**config.mk**
```make
export PLATFORM = sky130hd
export DESIGN_NAME = seq_frame_tx_flat
export DESIGN_NICKNAME = d
export VERILOG_FILES = /design/src/rtl/seq_frame_tx_if.sv /design/src/rtl/seq_frame_tx.sv /design/src/flat_wrapper.sv
export SDC_FILE = /design/constraint.sdc
export NUM_CORES = 1
export LEC_CHECK = 0
export ABC_CLOCK_PERIOD_IN_PS = 1600
export CAP_MARGIN = 10
export CORE_MARGIN = 2
export CORE_UTILIZATION = 51
export CTS_BUF_LIST = sky130_fd_sc_hd__clkbuf_2 sky130_fd_sc_hd__clkbuf_4 sky130_fd_sc_hd__clkbuf_8
export DETAILED_ROUTE_END_ITERATION = 10
export GPL_TIMING_DRIVEN = 0
export MAX_ROUTING_LAYER = met4
export PLACE_DENSITY = 0.77
export RECOVER_POWER = 50
export SYNTH_ARGS = -nofsm -noshare
export SYNTH_HDL_FRONTEND = slang
export SYNTH_SLANG_ARGS = --single-unit
```
**constraint.sdc**
```tcl
create_clock -name clk -period 1.6 [get_ports clk]
set_input_delay 0.16 -clock clk [delete_from_list [all_inputs] [get_ports clk]]
set_output_delay 0.16 -clock clk [all_outputs]
set_load 0.02 [all_outputs]
```
**src/rtl/seq_frame_tx_if.sv**
```systemverilog
// Handshake and serial-line bundle for seq_frame_tx.
// The master side supplies payloads; the slave side (the transmitter) drives the line.
interface seq_frame_tx_if #(
  parameter int DATA_W = 8
);
  logic [DATA_W-1:0] in_data;
  logic              in_valid;
  logic              in_ready;
  logic              seq;
  logic              seq_valid;
  logic              frame_done;

  modport master (
    output in_data, in_valid,
    input  in_ready, seq, seq_valid, frame_done
  );

  modport slave (
    input  in_data, in_valid,
    output in_ready, seq, seq_valid, frame_done
  );
endinterface

```
**src/rtl/seq_frame_tx.sv**
```systemverilog
// Serial frame transmitter: preamble then payload, MSB first, one bit per clock.
// Define SEQ_FRAME_TX_PARITY_EN to append an even-parity bit to every frame.
module seq_frame_tx #(
  parameter int                DATA_W   = 8,
  parameter int                PRE_W    = 4,
  parameter logic [PRE_W-1:0]  PREAMBLE = 4'b1101
) (
  input logic            clk,
  input logic            rst,
  seq_frame_tx_if.slave  bus
);

  localparam int MAX_W = (PRE_W > DATA_W) ? PRE_W : DATA_W;
  localparam int CNT_W = $clog2(MAX_W);
  localparam logic [CNT_W-1:0] PRE_LAST  = CNT_W'(PRE_W - 1);
  localparam logic [CNT_W-1:0] DATA_LAST = CNT_W'(DATA_W - 1);

`ifdef SEQ_FRAME_TX_PARITY_EN
  typedef enum logic [1:0] {IDLE, PRE, DATA, PAR} state_t;
`else
  typedef enum logic [1:0] {IDLE, PRE, DATA} state_t;
`endif

  state_t            state, state_d;
  logic [CNT_W-1:0]  cnt, cnt_d;
  logic [PRE_W-1:0]  pre_sr, pre_d;
  logic [DATA_W-1:0] data_sr, data_d;
  logic              seq_q, seq_d;
  logic              seq_valid_q, seq_valid_d;
  logic              done_q, done_d;
  logic              last_bit;
  logic              in_ready;
  logic              accept;
`ifdef SEQ_FRAME_TX_PARITY_EN
  logic              par_q, par_d;
`endif

  // Shift registers hold the bits still to be sent after the one currently on seq.
`ifdef SEQ_FRAME_TX_PARITY_EN
  assign last_bit = (state == PAR);
`else
  assign last_bit = (state == DATA) && (cnt == '0);
`endif
  assign in_ready = rst && ((state == IDLE) || last_bit);
  assign accept   = in_ready && bus.in_valid;

  assign bus.in_ready   = in_ready;
  assign bus.seq        = seq_q;
  assign bus.seq_valid  = seq_valid_q;
  assign bus.frame_done = done_q;

  always_comb begin
    state_d     = state;
    cnt_d       = cnt;
    pre_d       = pre_sr;
    data_d      = data_sr;
    seq_d       = 1'b0;
    seq_valid_d = 1'b0;
    done_d      = 1'b0;
`ifdef SEQ_FRAME_TX_PARITY_EN
    par_d       = par_q;
`endif
    case (state)
      IDLE: begin
        state_d = IDLE;
      end
      PRE: begin
        seq_valid_d = 1'b1;
        if (cnt == '0) begin
          state_d = DATA;
          cnt_d   = DATA_LAST;
          seq_d   = data_sr[DATA_W-1];
          data_d  = data_sr << 1;
        end else begin
          cnt_d   = cnt - 1'b1;
          seq_d   = pre_sr[PRE_W-1];
          pre_d   = pre_sr << 1;
        end
      end
      DATA: begin
        if (cnt == '0) begin
`ifdef SEQ_FRAME_TX_PARITY_EN
          state_d     = PAR;
          seq_d       = par_q;
          seq_valid_d = 1'b1;
          done_d      = 1'b1;
`else
          state_d     = IDLE;
`endif
        end else begin
          cnt_d       = cnt - 1'b1;
          seq_d       = data_sr[DATA_W-1];
          data_d      = data_sr << 1;
          seq_valid_d = 1'b1;
`ifndef SEQ_FRAME_TX_PARITY_EN
          done_d      = (cnt == CNT_W'(1));
`endif
        end
      end
`ifdef SEQ_FRAME_TX_PARITY_EN
      PAR: begin
        state_d = IDLE;
      end
`endif
      default: begin
        state_d = IDLE;
      end
    endcase

    // A new payload is only taken in IDLE or the last bit, so it overrides the frame end.
    if (accept) begin
      state_d     = PRE;
      cnt_d       = PRE_LAST;
      seq_d       = PREAMBLE[PRE_W-1];
      pre_d       = PREAMBLE << 1;
      data_d      = bus.in_data;
      seq_valid_d = 1'b1;
      done_d      = 1'b0;
`ifdef SEQ_FRAME_TX_PARITY_EN
      par_d       = ^bus.in_data;
`endif
    end
  end

  always_ff @(posedge clk or negedge rst) begin
    if (!rst) begin
      state       <= IDLE;
      cnt         <= '0;
      pre_sr      <= '0;
      data_sr     <= '0;
      seq_q       <= 1'b0;
      seq_valid_q <= 1'b0;
      done_q      <= 1'b0;
`ifdef SEQ_FRAME_TX_PARITY_EN
      par_q       <= 1'b0;
`endif
    end else begin
      state       <= state_d;
      cnt         <= cnt_d;
      pre_sr      <= pre_d;
      data_sr     <= data_d;
      seq_q       <= seq_d;
      seq_valid_q <= seq_valid_d;
      done_q      <= done_d;
`ifdef SEQ_FRAME_TX_PARITY_EN
      par_q       <= par_d;
`endif
    end
  end

endmodule

```
**src/flat_wrapper.sv**
```systemverilog
// flat-port wrapper written by rule: the top's interface ports become plain ports
module seq_frame_tx_flat 
#(
  parameter int                DATA_W   = 8,
  parameter int                PRE_W    = 4,
  parameter logic [PRE_W-1:0]  PREAMBLE = 4'b1101
)
  (clk, rst, bus_in_data, bus_in_valid, bus_in_ready, bus_seq, bus_seq_valid, bus_frame_done);
  seq_frame_tx_if #(.DATA_W(DATA_W)) bus_i ();
  input logic clk;
  input logic rst;
  input wire logic [$bits(bus_i.in_data)-1:0] bus_in_data;
  input wire logic [$bits(bus_i.in_valid)-1:0] bus_in_valid;
  output wire logic [$bits(bus_i.in_ready)-1:0] bus_in_ready;
  output wire logic [$bits(bus_i.seq)-1:0] bus_seq;
  output wire logic [$bits(bus_i.seq_valid)-1:0] bus_seq_valid;
  output wire logic [$bits(bus_i.frame_done)-1:0] bus_frame_done;
  assign bus_i.in_data = bus_in_data;
  assign bus_i.in_valid = bus_in_valid;
  assign bus_in_ready = bus_i.in_ready;
  assign bus_seq = bus_i.seq;
  assign bus_seq_valid = bus_i.seq_valid;
  assign bus_frame_done = bus_i.frame_done;
  seq_frame_tx #(.DATA_W(DATA_W), .PRE_W(PRE_W), .PREAMBLE(PREAMBLE)) u_core (.clk(clk), .rst(rst), .bus(bus_i));
endmodule
```
==> results of run 1 <==
how the worst min path moves through the flow:
stage,depth (start not counted),start,slack [ps],end
after detailed placement,2,u_core.pre_sr[2],520,u_core.pre_sr[3]
final,3,bus_in_data[0],390,u_core.data_sr[0]
after floorplan,0,rst,-140,u_core.bus.frame_done
after CTS,3,bus_in_data[0],400,u_core.data_sr[0]
after global routing,3,bus_in_data[0],430,u_core.data_sr[0]
after global placement,2,u_core.pre_sr[1],500,u_core.pre_sr[1]
per-layer routing:
layer,wire length (µm),track usage (%),up-vias,part of all wire (%)
li1,-,-,497,-
met1,1299,34.07,531,39
met2,1660,42.52,48,50
met3,230,5.747,12,7.0
met4,102,7.895,0,3.1
met5,0,-,-,0
through the flow:
step | setup TNS, ps | hold WS, ps | std cells | power, mW
detailed placement | -16300 | 516.4 | 153 | 1.851
floorplan | 0 | -135.6 | 111 | 1.583
global route | -591.5 | 432.6 | 170 | 2.705
global placement | -16550 | 498.6 | 153 | 1.815
finish | -78.92 | 393.7 | 170 | 2.536
CTS | -7.534 | 404.6 | 166 | 2.335
cells by family (layout without fill, tap and decap cells):
| family | after synthesis | after routing |
|---|---|---|
| AND/OR/NAND/NOR | 16 | 16 |
| AO/OA/AOI/OAI | 50 | 50 |
| multiplexers | 2 | 2 |
| adder cells (fa/ha/maj) | 6 | 6 |
| flip-flops | 19 | 19 |
| buffers and inverters | 18 | 49 |
worst min-delay path: cells and delay by family:
kind     cells  cell delay (ps)
buf+inv      2              450
mux          1               60
registers in the layout, indices dropped and copies added, names as in the netlist:
name and count:
u_core.cnt 3, u_core.bus.seq 1, u_core.state 2, u_core.data_sr 8
u_core.bus.seq_valid 1, u_core.bus.frame_done 1, u_core.pre_sr 3
cell usage in the layout (no fill, tap or decap), drive strengths merged, types with 2 or more instances in the layout:
master	instances
a211oi	7
a21boi	2
a21oi	4
a31oi	7
buf	21
clkbuf	5
clkdlybuf4s50	12
dfrtp	19
ha	6
inv	8
nand2	3
nand2b	2
nand3	4
o2111ai	7
o211ai	9
o21ai	10
power groups by stage:
| stage | registers, mW | clock network, mW | logic (mW) |
|---|---|---|---|
| 6_report | 0.845 | 0.255 | 1.44 |
| 5_1_grt | 0.859 | 0.277 | 1.57 |
| 4_1_cts | 0.820 | 0.256 | 1.26 |
| 3_5_place_dp | 0.818 | 0 | 1.03 |
| 3_3_place_gp | 0.809 | 0 | 1.01 |
| 2_1_floorplan | 0.805 | 0 | 0.778 |
timing repair:
| action | in CTS | in global routing |
|---|---|---|
| gates resized for setup | 35 | 15 |
| endpoints found under the setup margin | 20 | 15 |
| gates cloned | 0 | 2 |
| pin swaps | 4 | 4 |
| buffers inserted | 10 | 3 |
| hold endpoints to repair | 19 | 0 |
| hold buffers | 1 | 0 |
final cells by class:
| cell class | count | area (µm²) | share of cell area, % |
|---|---|---|---|
| Multi-Input combinational cell | 74 | 710.7 | 43.10 |
| Sequential cell | 19 | 475.5 | 28.83 |
| Timing Repair Buffer | 30 | 287.8 | 17.45 |
| Buffer | 7 | 80.08 | 4.856 |
| Tap cell | 28 | 35.03 | 2.124 |
| Inverter | 8 | 32.53 | 1.973 |
| Clock buffer | 3 | 22.52 | 1.366 |
| Clock inverter | 1 | 5.005 | 0.3035 |
==> impl_metrics.csv, run 1 <==
group,metric,value,unit
worst_setup_path,cp-endpoint,"bus_in_ready",
placement,placed_cell_area,1338,µm²
cells_and_area,final_core_util,75.27,%
clock_network,clock-root-buffer,"clkbuf_4",
logic_synthesis,synth_compound_area_share,33.48,%
worst_setup_path,cp-startpoint,"u_core.cnt[0]",
route,post_drt_wl_per_cell,19.37,µm
worst_setup_path,crit_path_frequent_cell,"buf_6",
logic_synthesis,synthCells,111,
global_route,grt_max_degree,20,
pwr,p_leak,0.6847,nW
logic_synthesis,yosys_warnings,0,
global_route,grt_pass1_vias,1036,
timing,skew,3.723,ps
run_status,violations,"negative setup slack",
worst_setup_path,required,1440,ps
logic_synthesis,synthSimpleGateAreaFrac,9.580,%
logic_synthesis,yosysSeqAreaShare,40.90,%
pwr,combPwrFrac,56.6,%
worst_setup_path,r2r-end,"u_core.bus.seq",
die,die_area,2677,µm²
route,drc,0,
logic_synthesis,synth_top_family_by_area,"compound AO/OA/AOI/OAI gates",
clock_network,cts_tree,"yes",
timing,fin_ws,-57.77,ps
worst_setup_path,rr_startpoint,"u_core.cnt[0]",
job,drv_cap,0,
global_route,overflow,0,
logic_synthesis,yosysUniqueCellTypes,33,
route,viasPerCell,6.400,
die,core,2191,µm²
logic_synthesis,synth_mux_area_share,1.830,%
placement,hpwl,1758,µm
logic_synthesis,synth_area_leader_cell,"dfrtp_1",
timing,setup_viol,5,
logic_synthesis,synth_adder_area_share,6.459,%
timing,min_period,1658,ps
timing,rsz0062_at_grt,"yes",
global_route,antenna_found_initial,0,
cells_and_area,drive_above_1_share,34.51,%
placement,dp_worst_setup_slack,-898.1,ps
cells_and_area,fill_cells,147,
pwr,irDropWorstVdd,1079,µV
logic_synthesis,syn-cell-area,1162,µm²
logic_synthesis,synth_seq_cells,19,
logic_synthesis,synth_area_per_cell,10.47,µm²
cells_and_area,num_antenna_cells,0,
worst_setup_path,startpoint_type,"flip-flop",
logic_synthesis,ys.flop_type,"dfrtp_1",
worst_setup_path,path_cells,"inv_2 -> ha_4 -> nand3b_4 -> buf_6 -> a21boi_2 -> buf_6",
worst_setup_path,worst_path_largest_cell_delay,430,ps
worst_setup_path,cp_max_fo,4,
logic_synthesis,yosysMostFrequentCell,"dfrtp_1",
logic_synthesis,synthArstFlopShare,100.0,%
placement,portBuffers,14,
timing,fmax,603.2,MHz
worst_setup_path,cp_slowest_cell,"dfrtp_1",
logic_synthesis,synthTopCellsByCount,"dfrtp_1 (19), o211ai_1 (9), a211oi_1 (7), inv_1 (7), o2111ai_1 (7)",
global_route,grt_pass1_wl,5078,µm
timing,finalCritPeriodShare,103.6,%
timing,drv_slew,0,
pwr,switching_share,41.07,%
pwr,internal_power,1.495,mW
run_status,status,"finished, violations left",
worst_setup_path,path_buf_inv,3,
route,wirelength,3293,µm
die,die_h,51.74,µm
placement,place_congestion,0.7827,
route,dr.pass1.iters,4,
clock_network,clock_latency,300,ps
route,ant_nets,0,
global_route,globalRouteTotalUtil,26.60,%
worst_setup_path,critPathKind,"flip-flop to output port",
route,first_iter_violations,36,
clock_network,cts.sinks,19,
clock_network,htreeDepth,1,
worst_setup_path,cp.arrival,1500,ps
logic_synthesis,synth_top_cell_area_share,40.90,%
logic_synthesis,synth_area_leaders,"dfrtp_1 (41%), ha_1 (6.5%), o211ai_1 (5.8%)",
cells_and_area,design_area,1649,µm²
worst_setup_path,cp_num_cells,6,
logic_synthesis,synth_nets,128,
logic_synthesis,synth_edf_count,0,
worst_setup_path,rrSetupSlack,-10,ps
worst_setup_path,r2r_cells,6,
route,vias,1088,
worst_setup_path,crit_family,"flip-flops",
pwr,p_clk_share,10.0,%
pwr,power.switching,1.042,mW
pwr,seqPwrFrac,33.3,%
cells_and_area,nets,160,
timing,relSlewSlack,40.44,%
min_path,hold_class,"input pin to flip-flop",
die,ioPinCount,15,
die,die_width,51.74,µm
clock_network,cts_buffers,3,
logic_synthesis,synth-xor-area-share,0,%
timing,worst_slew_pin_slew,890.5,ps
die,num_rows,17,
clock_network,cts.reportedPaths.clkPinSlew,110,ps
worst_setup_path,endpoint_kind,"output port",
timing,hold_viol,0,
pwr,power_density,1538,nW/µm²
clock_network,clockBufferDepth,2,
cells_and_area,syn_to_final_growth,41.87,%
die,start_util,53.06,%
(Power assumes the default switching activity.)
==> inputs of run 2 (changes only) <==
- ABC_CLOCK_PERIOD_IN_PS: 1600 -> 1900
- CORE_MARGIN: 2 -> 3
- CORE_UTILIZATION: 51 -> 55
- PLACE_DENSITY: 0.77 -> 0.79
- clock period: 1.6 -> 1.9 ns (I/O delays scaled with it)
==> impl_metrics.csv, run 2 (same netlist as run 1, synthesis figures left out) <==
group,metric,value,unit
cells_and_area,nets,150,
die,ioPinCount,15,
global_route,overflow,0,
clock_network,clock-root-buffer,"clkbuf_4",
pwr,p_leak,0.6002,nW
global_route,use_met2,32.43,%
worst_setup_path,r2r_cells,5,
clock_network,clockBufferDepth,2,
clock_network,cts_tree,"yes",
cells_and_area,largest_register,"u_core.data_sr",
pwr,power.switching,734.1,µW
route,viasPerCell,6.352,
global_route,grt_pass1_wl,4278,µm
global_route,globalRouteMet3Util,2.579,%
timing,drv_slew,0,
worst_setup_path,cp.arrival,1610,ps
timing,relSlewSlack,41.79,%
global_route,globalRouteTotalUtil,21.86,%
global_route,antenna_found_initial,0,
die,die_h,51.97,µm
die,num_rows,16,
min_path,whs_path_depth,3,
global_route,use_met1,29.96,%
clock_network,clock_latency,300,ps
pwr,combPwrFrac,50.1,%
placement,portBuffers,14,
run_status,status,"complete, no violations",
clock_network,cts.sinks,19,
route,wirelength,2657,µm
cells_and_area,instances_no_fill,159,
timing,hold_viol,0,
clock_network,cts.reportedPaths.clkPinSlew,110,ps
worst_setup_path,required,1710,ps
worst_setup_path,critPathKind,"flip-flop to output port",
worst_setup_path,startpoint_type,"flip-flop",
min_path,hold_path_end,"u_core.data_sr[0]",
timing,min_period,1795,ps
route,post_drt_wl_per_cell,16.71,µm
placement,placed_cells,152,
placement,place_congestion,0.8398,
worst_setup_path,cp_slowest_cell,"dfrtp_1",
min_path,hold_class,"input pin to flip-flop",
cells_and_area,reg_top3,"u_core.data_sr x8, u_core.cnt x3, u_core.pre_sr x3",
cells_and_area,syn_to_final_growth,21.10,%
worst_setup_path,worst_path_largest_cell_delay,420,ps
clock_network,htreeDepth,1,
timing,fin_ws,104.7,ps
cells_and_area,largest_register_ffs,8,
route,first_iter_violations,36,
die,die_area,2701,µm²
timing,setup_viol,0,
global_route,grt_pass1_vias,925,
worst_setup_path,rr_startpoint,"u_core.state[0]",
timing,fmax,557.0,MHz
placement,hpwl,1842,µm
cells_and_area,num_antenna_cells,0,
route,vias,1010,
global_route,grt_max_degree,22,
timing,finalCritPeriodShare,94.49,%
pwr,p_clk_share,12.1,%
route,ant_nets,0,
worst_setup_path,r2r-end,"u_core.data_sr[1]",
worst_setup_path,cp_max_fo,10,
route,drc,0,
cells_and_area,drive_above_1_share,15.91,%
pwr,seqPwrFrac,37.8,%
die,core,1982,µm²
worst_setup_path,path_cells,"inv_1 -> ha_4 -> nand3b_4 -> buf_6 -> a21boi_1 -> buf_4",
clock_network,cts_buffers,3,
worst_setup_path,path_buf_inv,3,
worst_setup_path,endpoint_kind,"output port",
worst_setup_path,rrSetupSlack,160,ps
worst_setup_path,crit_family,"buffers and inverters",
timing,rsz0062_at_grt,"no",
die,start_util,58.65,%
pwr,internal_power,1.076,mW
die,die_width,51.97,µm
timing,skew,14.10,ps
timing,worst_slew_pin_slew,870.3,ps
placement,dp_worst_setup_slack,-633.0,ps
global_route,busiest_layer,"met2",
min_path,hp-start,"bus_in_data[0]",
pwr,power_density,1286,nW/µm²
cells_and_area,final_common_cell,"dfrtp_1",
cells_and_area,final_cell_mix,"dfrtp_1 (19), clkdlybuf4s50_1 (10), o211ai_1 (9), o2111ai_1 (7), a211oi_1 (7)",
pwr,switching_share,40.56,%
route,dr.pass1.iters,4,
pwr,irDropWorstVdd,738.4,µV
job,drv_cap,0,
==> run 2: metrics by stage <==
step                cell area (µm²)  hold WS, ps  power, mW  util, %  TNS (ps)
floorplan                      1162       -105.6      1.333        -         0
global placement               1336        493.7      1.526    67.42    -10600
finish                         1408        430.9      1.810    71.02         0
global route                   1408        439.6      1.951    71.02         0
CTS                            1379        101.7      1.791    69.57    -12.51
detailed placement             1336        495.9      1.570    67.42    -10810
==> run 2: area by class of cell <==
cell class                      count  area [µm²]
Buffer                             10       72.57
Inverter                            8       30.03
Multi-Input combinational cell     74       609.3
Clock buffer                        4       30.03
Timing Repair Buffer               17       156.4
Fill cell                         143       574.3
Tap cell                           27       33.78
Sequential cell                    19       475.5
==> run 2: timing repair <==
item                                    4_1_cts  5_1_grt
endpoints found under the setup margin       20       20
cloned                                        0        0
hold buffers                                  0        1
setup buffers                                 0        2
endpoints found under the hold margin         0       19
gates resized for setup                      12        3
==> run 2: worst reg2reg max path, delay by kind of cell, from the launching register on <==
kind	cells	cell delay [ps]
buffers and inverters	2	440
AO/OA/AOI/OAI	2	490
adder cells (fa/ha/maj)	1	370
flip-flops	1	380
==> run 2: power by group through the flow <==
stage / clock network [mW] / registers [mW] / logic (mW)
2_1_floorplan: 0 / 0.678 / 0.655
3_3_place_gp: 0 / 0.682 / 0.844
3_5_place_dp: 0 / 0.693 / 0.877
4_1_cts: 0.222 / 0.682 / 0.887
5_1_grt: 0.238 / 0.703 / 1.01
6_report: 0.219 / 0.685 / 0.906
==> run 2: layer usage <==
layer | vias up | wire length, µm
met2 | 31 | 1257
met5 | - | 0
li1 | 470 | -
met1 | 503 | 1238
met3 | 6 | 113
met4 | 0 | 47
==> run 2: worst max path at each step <==
stage / slack [ps] / end / cells past startpoint / start
floorplan: 290 / bus_in_ready / 5 / u_core.cnt[0]
CTS: -10 / bus_in_ready / 7 / u_core.state[0]
global placement: -620 / u_core.data_sr[1] / 6 / rst
detailed placement: -630 / u_core.data_sr[1] / 6 / rst
finish: 100 / bus_in_ready / 6 / u_core.cnt[0]
global route: 2 / bus_in_ready / 7 / u_core.state[0]
